--- src/rtl/hazard_control_unit.sv ---
// hazard_control_unit
// Per-cycle pipeline sequencer for the 5-stage core. It covers the hazards that
// forwarding cannot resolve: load-use, a branch operand still being produced in
// EX, taken-branch flush, and a multi-cycle mul/div occupying EX. Control
// outputs are combinational from state and inputs. A saturating counter
// records the number of pc_stall cycles.
module hazard_control_unit #(
  parameter int MULDIV_CYCLES = 4,
  parameter int REG_AW        = 4
) (
  input  logic              clk,
  input  logic              rst_n,
  input  logic              id_valid,
  input  logic [REG_AW-1:0] id_op1,
  input  logic [REG_AW-1:0] id_op2,
  input  logic              id_uses_op1,
  input  logic              id_uses_op2,
  input  logic              id_is_branch,
  input  logic              id_is_muldiv,
  input  logic              branch_taken,
  input  logic [REG_AW-1:0] ex_op1,
  input  logic [1:0]        ex_regwrite,
  input  logic              ex_memread,
  output logic              pc_stall,
  output logic              ifid_stall,
  output logic              idex_bubble,
  output logic              ex_hold,
  output logic              exmem_bubble,
  output logic              ifid_flush,
  output logic              muldiv_start,
  output logic              busy,
  output logic [15:0]       stall_cycles
);

  typedef enum logic [1:0] {
    RUN     = 2'b00,
    BR_WAIT = 2'b01,
    MD_BUSY = 2'b10
  } state_t;

  // The start cycle is one EX cycle and the final MD_BUSY cycle sees cnt==0,
  // so the counter is loaded with two less than the total occupancy.
  localparam logic [3:0] CNT_LOAD = 4'(MULDIV_CYCLES - 2);

  state_t      state_r;
  state_t      state_nxt_s;
  logic [3:0]  cnt_r;
  logic [3:0]  cnt_nxt_s;
  logic [15:0] stall_cycles_r;

  logic exw_s;
  logic brh_s;
  logic luh_s;
  logic md_go_s;
  logic flush_req_s;

  logic pc_stall_s;
  logic ifid_stall_s;
  logic idex_bubble_s;
  logic ex_hold_s;
  logic exmem_bubble_s;
  logic ifid_flush_s;
  logic muldiv_start_s;

  // Hazard terms, all qualified by a real instruction sitting in ID.
  assign exw_s       = (ex_regwrite == 2'b11);
  assign brh_s       = id_valid && id_is_branch && exw_s && (ex_op1 == id_op1);
  assign luh_s       = id_valid && ex_memread && exw_s &&
                       ((id_uses_op1 && (id_op1 == ex_op1)) ||
                        (id_uses_op2 && (id_op2 == ex_op1)));
  assign md_go_s     = id_valid && id_is_muldiv;
  assign flush_req_s = id_valid && branch_taken;

  // Next-state and raw control decode; RUN checks hazards in priority order.
  always_comb begin
    state_nxt_s    = state_r;
    cnt_nxt_s      = cnt_r;
    pc_stall_s     = 1'b0;
    ifid_stall_s   = 1'b0;
    idex_bubble_s  = 1'b0;
    ex_hold_s      = 1'b0;
    exmem_bubble_s = 1'b0;
    ifid_flush_s   = 1'b0;
    muldiv_start_s = 1'b0;
    case (state_r)
      RUN: begin
        if (brh_s) begin
          pc_stall_s    = 1'b1;
          ifid_stall_s  = 1'b1;
          idex_bubble_s = 1'b1;
          // A load result arrives one cycle later than an ALU result.
          if (ex_memread) begin
            state_nxt_s = BR_WAIT;
          end else begin
            state_nxt_s = RUN;
          end
        end else if (luh_s) begin
          pc_stall_s    = 1'b1;
          ifid_stall_s  = 1'b1;
          idex_bubble_s = 1'b1;
        end else if (md_go_s) begin
          muldiv_start_s = 1'b1;
          cnt_nxt_s      = CNT_LOAD;
          state_nxt_s    = MD_BUSY;
        end else if (flush_req_s) begin
          ifid_flush_s = 1'b1;
        end else begin
          ifid_flush_s = 1'b0;
        end
      end
      BR_WAIT: begin
        pc_stall_s    = 1'b1;
        ifid_stall_s  = 1'b1;
        idex_bubble_s = 1'b1;
        state_nxt_s   = RUN;
      end
      MD_BUSY: begin
        pc_stall_s     = 1'b1;
        ifid_stall_s   = 1'b1;
        ex_hold_s      = 1'b1;
        exmem_bubble_s = 1'b1;
        if (cnt_r == 4'd0) begin
          state_nxt_s = RUN;
        end else begin
          cnt_nxt_s = cnt_r - 4'd1;
        end
      end
      default: begin
        state_nxt_s = RUN;
        cnt_nxt_s   = 4'd0;
      end
    endcase
  end

  // While reset is asserted every control output is forced inactive.
  assign pc_stall     = rst_n & pc_stall_s;
  assign ifid_stall   = rst_n & ifid_stall_s;
  assign idex_bubble  = rst_n & idex_bubble_s;
  assign ex_hold      = rst_n & ex_hold_s;
  assign exmem_bubble = rst_n & exmem_bubble_s;
  assign ifid_flush   = rst_n & ifid_flush_s;
  assign muldiv_start = rst_n & muldiv_start_s;
  assign busy         = rst_n & (state_r != RUN);
  assign stall_cycles = stall_cycles_r;

  // State, occupancy counter and saturating stall-cycle counter.
  always_ff @(posedge clk) begin
    if (!rst_n) begin
      state_r        <= RUN;
      cnt_r          <= 4'd0;
      stall_cycles_r <= 16'd0;
    end else begin
      state_r <= state_nxt_s;
      cnt_r   <= cnt_nxt_s;
      if (pc_stall_s && (stall_cycles_r != 16'hFFFF)) begin
        stall_cycles_r <= stall_cycles_r + 16'd1;
      end
    end
  end

endmodule
--- config.mk ---
export PLATFORM = sky130hd
export DESIGN_NAME = hazard_control_unit
export DESIGN_NICKNAME = d
export VERILOG_FILES = /design/src/rtl/hazard_control_unit.sv
export SDC_FILE = /design/constraint.sdc
export NUM_CORES = 1
export LEC_CHECK = 0
export BUFFER_PORTS_ARGS = -buffer_cell sky130_fd_sc_hd__buf_4
export CAP_MARGIN = 20
export CELL_PAD_IN_SITES_DETAIL_PLACEMENT = 2
export CELL_PAD_IN_SITES_GLOBAL_PLACEMENT = 2
export CORE_ASPECT_RATIO = 0.6
export CORE_MARGIN = 2
export CORE_UTILIZATION = 29
export CTS_BUF_LIST = sky130_fd_sc_hd__clkbuf_4 sky130_fd_sc_hd__clkbuf_8 sky130_fd_sc_hd__clkbuf_16
export DETAILED_ROUTE_END_ITERATION = 10
export MAX_ROUTING_LAYER = met4
export PLACE_DENSITY_LB_ADDON = 0.1
export SKIP_LAST_GASP = 1
export SYNTH_ARGS = -nofsm -noshare
export SYNTH_HDL_FRONTEND = slang
export SYNTH_SLANG_ARGS = --single-unit
export TNS_END_PERCENT = 30
--- constraint.sdc ---
create_clock -name clk -period 2.1 [get_ports clk]
set_input_delay 0.21 -clock clk [delete_from_list [all_inputs] [get_ports clk]]
set_output_delay 0.21 -clock clk [all_outputs]
set_load 0.005 [all_outputs]
==> results.cfg <==
[run_status]
status = finished clean

[clocking]
cts_buffer_depth = 2
numClockSinks = 22
clk_latency_ns = 0.27
numCtsBuffers = 3
cts-htree-levels = 1
clkSlewWorstSetupHoldPaths_ns = 0.08
cts_tree = done
cts-root-buf = clkbuf_8

[worst_setup_path]
start_kind = flop
cp.arrival_ns = 1.82
crit_type = flop to output port
crit_fanout = 4
worst-path-buf-inv = 2
path_cells = inv_1 -> ha_1 -> nor2b_2 -> a32o_2 -> nor2_4 -> nor2_1 -> buf_4
slowest_delay_ns = 0.35
crit_path_end_kind = output port
cp.required_ns = 1.89
crit_family = simple AND/OR/NAND/NOR gates
crit_slowest_cell = dfxtp_1

[yosys]
synth-edff-count = 0
synth_area_um2 = 1534
ys_ff_latch = 22
ys_seq_area_share_pct = 28.71
synth_top_area_share_pct = 28.71
synth.avg_cell_area_um2 = 8.203
yosysWarnings = 0
synthCells = 187
netlist_top_cells_area = dfxtp_1 (29%), ha_1 (5.7%), mux2i_1 (4.6%)
synthDistinctLibCells = 42
synth_top_cell_by_area = dfxtp_1
synth_fp_nets = 217
ys_async_sr_fraction_pct = 0
synth_flop_cell = dfxtp_1

[floorplanning]
die_w_um = 97.90
io_pins = 47
fp.dieArea_um2 = 5906
rows = 20
coreArea_um2 = 5080
start_util_pct = 30.20
dieHeight_um = 60.34

[sta]
clock.fmax_mhz = 491.9
hold_viol = 0
clock_skew_ns = 0.004259
slew_viol_final = 0
fin_crit_sh_pct = 96.80
fin_setup_tns_ns = 0
slew_headroom_pct = 69.30
setup_viol = 0
fin_crit_ns = 2.033
worst_slew_pin_slew_ns = 0.4605
rsz0062_at_grt = true

[pwr]
clkPwrFrac_pct = 29.8
power_switching_mw = 0.2610
power_frac_comb_pct = 23.1
p_per_area_nw_per_um2 = 430.3
sw_frac_of_total_pct = 28.53
p_leak_nw = 0.8910
vdd_ir_drop_max_uv = 181.1
p_seq_share_pct = 47.0
finalPower_mw = 0.9147
p_int_mw = 0.6537

[drt]
first_pass_iters = 4
vias_per_cell = 5.247
avgRoutedWirePerCell_um = 16.98
ant_nets = 0
routed-via-count = 1637
drc = 0
drt_wl_total_um = 5299
drtIter0Drc = 40

[place]
hpwlAfterDp_um = 4069
io_buffers = 46
gp_congestion = 0.8377

[finish]
area_delta_synth_final_pct = 38.58
drive_gt1_share_pct = 31.71
final_nets = 278
final_common_cell = buf_4
final_core_util_pct = 41.85
diodes = 0
layout_common_cells = buf_4 (64), dfxtp_1 (22), nand2_1 (18)

[global_routing]
top_usage_layer = met2
grt_pass1_wl_um = 8997
grt_pass1_vias = 1776
antenna_found_initial = 0
grt_usage_pct = 19.97
gr-usage-met2_pct = 35.32
grt-ovfl-total = 0
grt_use_met1_pct = 24.09
use_met3_pct = 4.147
grt_max_degree = 22

[worst_hold_path]
hold_class = input port to flop

[flow_run]
cap_violations = 0
-- registers in the layout, summed over array words and instances (netlist names) --
name / count
cnt_r: 4
state_r: 2
stall_cycles: 16
-- final timing paths --
check | cells after the start | endpoint | from | slack, ns
max | 7 | ifid_stall | state_r[0] | 0.07
min | 3 | state_r[0] | id_is_branch | 0.27
max reg2reg | 8 | stall_cycles[4] | state_r[0] | 0.07
min reg2reg | 2 | cnt_r[1] | cnt_r[1] | 0.50
-- kinds of logic (layout without fill, tap and decap cells) --
group | Yosys count | in the layout | synth area share, %
buffers and inverters | 18 | 76 | 5.546
adders and majority gates | 7 | 7 | 5.709
and+or+nand+nor | 85 | 86 | 33.12
muxes | 7 | 7 | 4.568
AOI/OAI and AO/OA | 40 | 40 | 17.78
xor gates and xnor gates | 8 | 8 | 4.568
DFF | 22 | 22 | 28.71
-- cells in the mapped netlist (2+ instances only) --
cell      number
nand2b_1       6
nand4_1        2
nand2_1       18
or4_1          6
clkbuf_1       4
nor4b_2        2
nor3_1         5
buf_2          2
inv_1          8
mux2i_1        7
nor4_1         3
o31ai_1        8
nor3b_1        2
nor2b_1        7
or3_1          2
ha_1           7
nand3_1        8
a21oi_1       12
buf_4          2
o21a_1         3
and4_1         3
o21ai_0        4
o211ai_1       3
dfxtp_1       22
and2_1         3
xor2_1         7
and3_1         8
nor2_1         6
nand3b_1       2
o31a_1         3
-- what timing repair did --
item / in CTS / in global routing
cloned: 1 / 0
hold buffers: 0 / 0
pin swaps: 1 / 2
buffers inserted: 3 / 0
setup endpoints to repair: 17 / 9
gates resized for setup: 2 / 3
-- area by class of cell --
| class | count | area, um2 |
|---|---|---|
| clock buffers | 3 | 41.29 |
| multi-input cells | 148 | 1031 |
| flip-flops and latches | 22 | 440.4 |
| repair buffers | 65 | 500.5 |
| well taps | 66 | 82.58 |
| fillers | 592 | 2954 |
| inverters | 8 | 30.03 |
-- stage by stage --
stage	setup slack [ns]	hold slack (ns)	instance area [um2]	cells
after floorplan	0.06726	0.3605	1534	187
after global placement	-0.1328	0.4631	2039	305
after detailed placement	-0.3177	0.4861	2039	305
after CTS	0.02189	0.2674	2116	312
after global routing	-0.04555	0.2750	2126	312
final	0.06712	0.2656	2126	312
-- power by group through the flow --
stage	Sequential, mW	Combinational, mW	Clock, mW
after floorplan	0.440	0.105	0
after global placement	0.439	0.185	0
after detailed placement	0.440	0.199	0
after CTS	0.430	0.213	0.283
after global routing	0.431	0.236	0.307
final	0.430	0.212	0.273
-- metal layers --
layer	wire length, um	vias up	part of all wire, %
met5	0	-	0
met4	44	0	0.83
met3	184	5	3.5
met2	2562	27	48
met1	2508	801	47
li1	-	804	-
-- worst min-delay path, stage by stage --
cell	delay, ns
buf_4	0.12
nand3_1	0.08
mux2i_1	0.07
No activity file was read; power rests on OpenSTA's default activity.
